===== src/rtl/i2c_tgt_pkg.sv =====
// i2c_tgt_pkg: shared state encoding and bus constants for the I2C target memory.
package i2c_tgt_pkg;

   localparam int   BYTE_BITS = 8;
   localparam logic ACK       = 1'b0;
   localparam logic NACK      = 1'b1;
   localparam logic RW_WRITE  = 1'b0;
   localparam logic RW_READ   = 1'b1;

   typedef enum logic [3:0] {
      S_IDLE,
      S_DEV_ADDR,
      S_DEV_ACK,
      S_ADDR_HI,
      S_ACK_HI,
      S_ADDR_LO,
      S_ACK_LO,
      S_WR_DATA,
      S_WR_ACK,
      S_RD_DATA,
      S_RD_ACK
   } state_t;

endpackage


===== src/rtl/i2c_tgt_busmon.sv =====
// i2c_tgt_busmon: pad synchronizers and SCL edge / START / STOP detection.
module i2c_tgt_busmon
   import i2c_tgt_pkg::*;
(
   input  logic clk,
   input  logic rst,
   input  logic scl_i,
   input  logic sda_i,
   output logic o_sda,
   output logic o_scl_rise,
   output logic o_scl_fall,
   output logic o_start,
   output logic o_stop
);

   logic [1:0] r_scl_sync;
   logic [1:0] r_sda_sync;
   logic       r_scl_d;
   logic       r_sda_d;
   logic       w_scl;
   logic       w_sda;

   // Idle bus level is high on both lines.
   always_ff @(posedge clk) begin
      if (rst) begin
         r_scl_sync <= 2'b11;
         r_sda_sync <= 2'b11;
         r_scl_d    <= 1'b1;
         r_sda_d    <= 1'b1;
      end else begin
         r_scl_sync <= {r_scl_sync[0], scl_i};
         r_sda_sync <= {r_sda_sync[0], sda_i};
         r_scl_d    <= r_scl_sync[1];
         r_sda_d    <= r_sda_sync[1];
      end
   end

   assign w_scl      = r_scl_sync[1];
   assign w_sda      = r_sda_sync[1];
   assign o_sda      = w_sda;
   assign o_scl_rise = w_scl & ~r_scl_d;
   assign o_scl_fall = ~w_scl & r_scl_d;
   assign o_start    = w_scl & r_scl_d & r_sda_d & ~w_sda;
   assign o_stop     = w_scl & r_scl_d & ~r_sda_d & w_sda;

endmodule


===== src/rtl/i2c_target_mem.sv =====
// i2c_target_mem: I2C target with 2-byte word addressing over an internal byte memory.
// Optional write protect input is enabled by defining I2C_TGT_WP_EN.
module i2c_target_mem
   import i2c_tgt_pkg::*;
#(
   parameter logic [6:0] DEV_ADDR = 7'h50,
   parameter int         AW       = 8,
   parameter logic [7:0] RST_VAL  = 8'h00
) (
   input  logic          clk,
   input  logic          rst,
   input  logic          scl_i,
   input  logic          sda_i,
   output logic          sda_oe,
   output logic          busy,
   output logic          wr_stb,
   output logic [AW-1:0] wr_idx,
   output logic [7:0]    wr_data
`ifdef I2C_TGT_WP_EN
   ,
   input  logic          wp
`endif
);

   localparam int DEPTH = 1 << AW;

   logic          w_sda;
   logic          w_rise;
   logic          w_fall;
   logic          w_start;
   logic          w_stop;
   logic          w_wp;
   logic          w_last;
   logic [7:0]    w_byte;
   logic [15:0]   w_addr;

   state_t        r_state;
   logic [2:0]    r_bcnt;
   logic [7:0]    r_sh;
   logic [7:0]    r_tx;
   logic [7:0]    r_hi;
   logic [AW-1:0] r_ptr;
   logic          r_rw;
   logic          r_ph;
   logic          r_ack_drv;
   logic          r_sda_oe;
   logic          r_busy;
   logic          r_wr_stb;
   logic [AW-1:0] r_wr_idx;
   logic [7:0]    r_wr_data;
   logic [7:0]    r_mem [DEPTH];

   i2c_tgt_busmon u_busmon (
      .clk        (clk),
      .rst        (rst),
      .scl_i      (scl_i),
      .sda_i      (sda_i),
      .o_sda      (w_sda),
      .o_scl_rise (w_rise),
      .o_scl_fall (w_fall),
      .o_start    (w_start),
      .o_stop     (w_stop)
   );

`ifdef I2C_TGT_WP_EN
   assign w_wp = wp;
`else
   assign w_wp = 1'b0;
`endif

   assign w_byte = {r_sh[6:0], w_sda};
   assign w_last = (r_bcnt == 3'(BYTE_BITS - 1));
   assign w_addr = {r_hi, w_byte};

   // r_ph marks the second SCL fall of an ACK slot (or a master ACK in RD_ACK).
   always_ff @(posedge clk) begin
      r_wr_stb <= 1'b0;
      if (rst) begin
         r_state   <= S_IDLE;
         r_bcnt    <= '0;
         r_sh      <= '0;
         r_tx      <= '0;
         r_hi      <= '0;
         r_ptr     <= '0;
         r_rw      <= RW_WRITE;
         r_ph      <= 1'b0;
         r_ack_drv <= 1'b0;
         r_sda_oe  <= 1'b0;
         r_busy    <= 1'b0;
         r_wr_idx  <= '0;
         r_wr_data <= '0;
         for (int i = 0; i < DEPTH; i++) r_mem[i] <= RST_VAL;
      end else if (w_stop) begin
         r_state  <= S_IDLE;
         r_sda_oe <= 1'b0;
         r_busy   <= 1'b0;
         r_ph     <= 1'b0;
      end else if (w_start) begin
         r_state  <= S_DEV_ADDR;
         r_bcnt   <= '0;
         r_sda_oe <= 1'b0;
         r_ph     <= 1'b0;
      end else begin
         unique case (r_state)
            S_DEV_ADDR, S_ADDR_HI, S_ADDR_LO, S_WR_DATA: begin
               if (w_rise) begin
                  r_sh   <= w_byte;
                  r_bcnt <= r_bcnt + 3'd1;
                  if (w_last) begin
                     r_ph      <= 1'b0;
                     r_ack_drv <= 1'b1;
                     if (r_state == S_DEV_ADDR) begin
                        if (w_byte[7:1] == DEV_ADDR) begin
                           r_busy  <= 1'b1;
                           r_rw    <= w_byte[0];
                           r_tx    <= r_mem[r_ptr];
                           r_state <= S_DEV_ACK;
                        end else begin
                           r_busy  <= 1'b0;
                           r_state <= S_IDLE;
                        end
                     end else if (r_state == S_ADDR_HI) begin
                        r_hi    <= w_byte;
                        r_state <= S_ACK_HI;
                     end else if (r_state == S_ADDR_LO) begin
                        r_ptr   <= w_addr[AW-1:0];
                        r_state <= S_ACK_LO;
                     end else begin
                        if (w_wp) begin
                           r_ack_drv <= 1'b0;
                        end else begin
                           r_mem[r_ptr] <= w_byte;
                           r_wr_stb     <= 1'b1;
                           r_wr_idx     <= r_ptr;
                           r_wr_data    <= w_byte;
                        end
                        r_ptr   <= r_ptr + AW'(1);
                        r_state <= S_WR_ACK;
                     end
                  end
               end
            end
            S_DEV_ACK, S_ACK_HI, S_ACK_LO, S_WR_ACK: begin
               if (w_fall) begin
                  if (!r_ph) begin
                     r_ph     <= 1'b1;
                     r_sda_oe <= r_ack_drv;
                  end else begin
                     r_ph     <= 1'b0;
                     r_bcnt   <= '0;
                     r_sda_oe <= 1'b0;
                     if (r_state == S_DEV_ACK) begin
                        if (r_rw == RW_READ) begin
                           r_state  <= S_RD_DATA;
                           r_sda_oe <= ~r_tx[7];
                        end else begin
                           r_state <= S_ADDR_HI;
                        end
                     end else if (r_state == S_ACK_HI) begin
                        r_state <= S_ADDR_LO;
                     end else begin
                        r_state <= S_WR_DATA;
                     end
                  end
               end
            end
            S_RD_DATA: begin
               if (w_rise) begin
                  r_bcnt <= r_bcnt + 3'd1;
               end else if (w_fall) begin
                  if (r_bcnt == 3'd0) begin
                     r_sda_oe <= 1'b0;
                     r_ptr    <= r_ptr + AW'(1);
                     r_ph     <= 1'b0;
                     r_state  <= S_RD_ACK;
                  end else begin
                     r_tx     <= {r_tx[6:0], 1'b0};
                     r_sda_oe <= ~r_tx[6];
                  end
               end
            end
            S_RD_ACK: begin
               if (w_rise) begin
                  if (w_sda == ACK) begin
                     r_tx <= r_mem[r_ptr];
                     r_ph <= 1'b1;
                  end else begin
                     r_busy  <= 1'b0;
                     r_state <= S_IDLE;
                  end
               end else if (w_fall && r_ph) begin
                  r_ph     <= 1'b0;
                  r_bcnt   <= '0;
                  r_sda_oe <= ~r_tx[7];
                  r_state  <= S_RD_DATA;
               end
            end
            default: begin
               r_sda_oe <= 1'b0;
            end
         endcase
      end
   end

   assign sda_oe  = r_sda_oe;
   assign busy    = r_busy;
   assign wr_stb  = r_wr_stb;
   assign wr_idx  = r_wr_idx;
   assign wr_data = r_wr_data;

endmodule


===== config.mk =====
export PLATFORM = sky130hd
export DESIGN_NAME = i2c_target_mem
export DESIGN_NICKNAME = d
export VERILOG_FILES = /design/src/rtl/i2c_tgt_pkg.sv /design/src/rtl/i2c_tgt_busmon.sv /design/src/rtl/i2c_target_mem.sv
export SDC_FILE = /design/constraint.sdc
export NUM_CORES = 2
export LEC_CHECK = 0
export CORE_MARGIN = 1
export CORE_UTILIZATION = 55
export CTS_CLUSTER_SIZE = 20
export DETAILED_ROUTE_END_ITERATION = 16
export MAX_ROUTING_LAYER = met4
export PLACE_DENSITY_LB_ADDON = 0.12
export SYNTH_ARGS = -nofsm -noshare
export SYNTH_HDL_FRONTEND = slang
export SYNTH_SLANG_ARGS = --single-unit

===== constraint.sdc =====
create_clock -name clk -period 3.7 [get_ports clk]
set_input_delay 0.555 -clock clk [delete_from_list [all_inputs] [get_ports clk]]
set_output_delay 0.555 -clock clk [all_outputs]
set_load 0.005 [all_outputs]

==> summary.md <==
| Metric | Value |
|---|---|
| Setup crit end kind | flip-flop |
| Post-Syn Area | 98,400 um2 |
| Final Hold Viols | 0 |
| Logic gate share of total power | 3.3% |
| Seq pwr share | 53.5% |
| Primary FF master, synth | edfxtp_1 |
| Post-CTS Setup Inserts | 0 |
| Port Buffer Count | 22 |
| Clock network fraction of total power | 43.2% |
| Initial antenna violation count | 13 |
| Detailed Route WL | 283,000 um |
| Max-slew violations | 0 |
| Slowest cell on crit path | o31ai_1 |
| PD cells | 463 nW/um2 |
| Iteration-0 DRC Markers | 7,419 |
| Final setup viols | 1 |
| Setup Crit Path Kind | flip-flop to flip-flop |
| Final cycle utilization of the critical path | 102% |
| Unrepaired setup endpoints after global routing | no |
| Gate Count Post-Synth | 6,657 |
| Hold crit path type | primary input to flip-flop |
| GPL Wtd Cong | 0.973 |
| WHS | 0.237 ns |
| CORE AREA | 177,000 um2 |
| Die Area | 181,000 um2 |
| H-tree depth | 4 |
| Post-synth ARST share | 0% |
| Register-to-register setup slack | -0.07 ns |
| Non-filler cells, final | 9,305 |
| Via count | 58.4k |
| Layout Nets | 6,776 |
| Post-Route Setup TNS | -0.0662 ns |
| Post_cts resized | 0 |
| Post-route ant nets | 0 |
| Root buffer cell | clkbuf_16 |
| CP cell instances | buf_12 -> nand2_1 -> o221ai_1 -> a21oi_1 -> o31ai_1 -> a31o_1 -> a41oi_1 -> o211ai_1 |
| Synth Warn # | 0 |
| Die Y | 425 um |
| Vias in the first global route | 56.9k |
| Initial core utilization | 55.6% |
| Sw frac | 21.3% |
| Period minus WS final | 3.77 ns |
| Most common library cell in the layout ignoring fill and taps | edfxtp_1 |
| GR Util All Layers | 32.6% |
| Seq/Total Area, Yosys | 63.8% |
| CP max stage delay | 0.89 ns |
| Site Rows | 154 |
| Fin Clk Skew | 0.0318 ns |
| Clock buffer count from CTS | 217 |
| Violated checks | setup timing |
| Psw | 10.8 mW |
| Flop and latch count out of synthesis | 2,114 |
| Critical path startpoint category | flip-flop |
| DR vias/cell | 6.27 |
| Fraction of layout cells with a size suffix above 1 | 22.4% |
| Max clock buf depth | 3 |
| Worst-skew pair later-pin latency | 0.88 ns |
| DRC | 0 |
| Req. time, crit path | 4.49 ns |
| DP Worst Slack | 0.0810 ns |
| First-pass GRT wire length | 409,000 um |
| Worst Setup Slack, final | -0.0662 ns |
| Ports | 23 |
| Slew headroom | 14.9% |
| Die Wd | 425 um |
| Drt wl/cell | 30.4 um |
| Internal power | 40.0 mW |
| Cells after DPL | 8,886 |
| CTS tree | done |
| Avg Cell Area, Syn | 14.8 um2 |
| Overflow after GRT | 0 |
| Critical path's top delay family | compound AO/OA/AOI/OAI gates |
| Max_cap viols | 0 |
| Commonest non-fill, non-tap cells in the layout | edfxtp_1 (2,048), and2_1 (1,868), mux4_2 (536) |
| Number of synthesized flops with an enable pin | 2,048 |
| Slew of the pin with the lowest slew margin | 1.28 ns |
| Status | complete, but fails checks |
| Max VDD drop | 0.498 mV |
| Worst-path fanout max | 25 |
| Drt pass-1 iters | 6 |
| Yosys cell types | 71 |
| Clock transition at path regs | 0.07 ns |
| Achievable Freq | 0.266 GHz |
| Clock sink total | 2,114 |
| Area delta synth->final | 11.7% |
| Syn nets | 6,668 |
| Largest net degree at the start of global routing | 206 |
| CP bufs+invs | 1 |
| Hold-fix buffers at CTS | 0 |
| Post-detail-place hpwl | 180,000 um |
| Arrival time at the worst endpoint | 4.56 ns |
| LEAKAGE | 39.6 nW |
-- cell type report --
class	count	area, um2
antenna	11	27.5
clock buffer	261	5670
clock inverter	147	1400
fill	13100	67000
inverter	11	43.8
multi-input combinational	3986	33200
sequential	2114	62900
tap	2340	2930
timing repair buffer	435	3810
-- layer usage --
layer,vias up,track usage (%),routed length [um]
met5,-,-,0
met4,0,11.4,10300
met3,544,6.98,28200
met2,2906,48.1,131000
met1,30100,44.9,114000
li1,24800,-,-
-- registers in the layout, summed over array words and instances, names as in the netlist, named ones only --
signal	flops
busy	1
r_ack_drv	1
r_bcnt	3
r_mem	2048
r_ph	1
r_ptr	8
r_rw	1
r_sh	7
r_state	4
r_tx	8
sda_oe	1
u_busmon.r_scl_d	1
u_busmon.r_scl_sync	2
u_busmon.r_sda_d	1
u_busmon.r_sda_sync	2
wr_data	8
wr_idx	8
wr_stb	1
-- worst paths after layout --
kind                            cells past startpoint                           endpoint                              start
worst max-delay path                                8               r_tx[7]$_SDFFE_PP0P_                          flip-flop
worst min-delay path                                2  u_busmon.r_sda_sync[0]$_SDFF_PP1_                              sda_i
worst max register to register                      8               r_tx[7]$_SDFFE_PP0P_                          flip-flop
worst min register to register                      1  u_busmon.r_scl_sync[1]$_SDFF_PP1_  u_busmon.r_scl_sync[0]$_SDFF_PP1_
-- power by group through the flow --
| stage | Clock [mW] | Combinational (mW) | Sequential (mW) |
|---|---|---|---|
| after CTS | 22.1 | 1.68 | 27.2 |
| after floorplan | 0 | 1.12 | 27.6 |
| after detailed placement | 0 | 1.67 | 27.7 |
| after global placement | 0 | 1.65 | 27.7 |
| after global routing | 23.0 | 1.77 | 27.3 |
| final | 22.0 | 1.68 | 27.2 |
-- cell families after synthesis --
| kind of cell | count (synthesis) | share of synthesized area, % |
|---|---|---|
| fa+ha+maj | 7 | 0.0890 |
| mux | 667 | 13.6 |
| xor+xnor | 1 | 0.00890 |
| buf+inv | 557 | 2.51 |
| flops | 2114 | 63.8 |
| compound gates | 345 | 2.36 |
| simple gates | 2966 | 17.6 |
-- synthesized netlist by cell type (8+ instances only) --
| cell | number | area share [%] |
|---|---|---|
| nand2b_1 | 13 | 0.083 |
| a21o_1 | 28 | 0.21 |
| a2111oi_0 | 11 | 0.098 |
| a31oi_1 | 16 | 0.10 |
| edfxtp_1 | 2048 | 62 |
| nor2_1 | 315 | 1.2 |
| buf_6 | 20 | 0.23 |
| or3_1 | 8 | 0.051 |
| mux4_2 | 536 | 12 |
| mux2_2 | 19 | 0.22 |
| a211oi_1 | 23 | 0.18 |
| or2_2 | 242 | 1.5 |
| a311oi_1 | 8 | 0.071 |
| nand3_1 | 55 | 0.28 |
| and2_1 | 1868 | 12 |
| dfxtp_1 | 66 | 1.3 |
| o31ai_1 | 13 | 0.099 |
| buf_2 | 60 | 0.31 |
| nand2_1 | 168 | 0.64 |
| clkbuf_1 | 407 | 1.6 |
| nor2b_1 | 27 | 0.17 |
| buf_4 | 37 | 0.28 |
| mux2i_1 | 112 | 1.1 |
| o221ai_1 | 12 | 0.11 |
| nand4_1 | 17 | 0.11 |
| o21ai_0 | 50 | 0.25 |
| and3_1 | 204 | 1.3 |
| nor4_1 | 11 | 0.070 |
| o22ai_1 | 35 | 0.22 |
| o211ai_1 | 10 | 0.076 |
| a21oi_1 | 76 | 0.39 |
| nor3_1 | 18 | 0.092 |
| buf_1 | 20 | 0.076 |
| inv_1 | 9 | 0.034 |
| a22oi_1 | 19 | 0.14 |
-- through the flow --
stage	instance area, um2	util, %	total power, mW
2_1_floorplan	98400	-	28.7
3_3_place_gp	103000	58.1	29.3
3_5_place_dp	103000	58.1	29.4
4_1_cts	110000	62.1	51.0
5_1_grt	110000	62.1	52.1
6_report	110000	62.1	50.9
No activity file was read; power rests on OpenSTA's default activity.
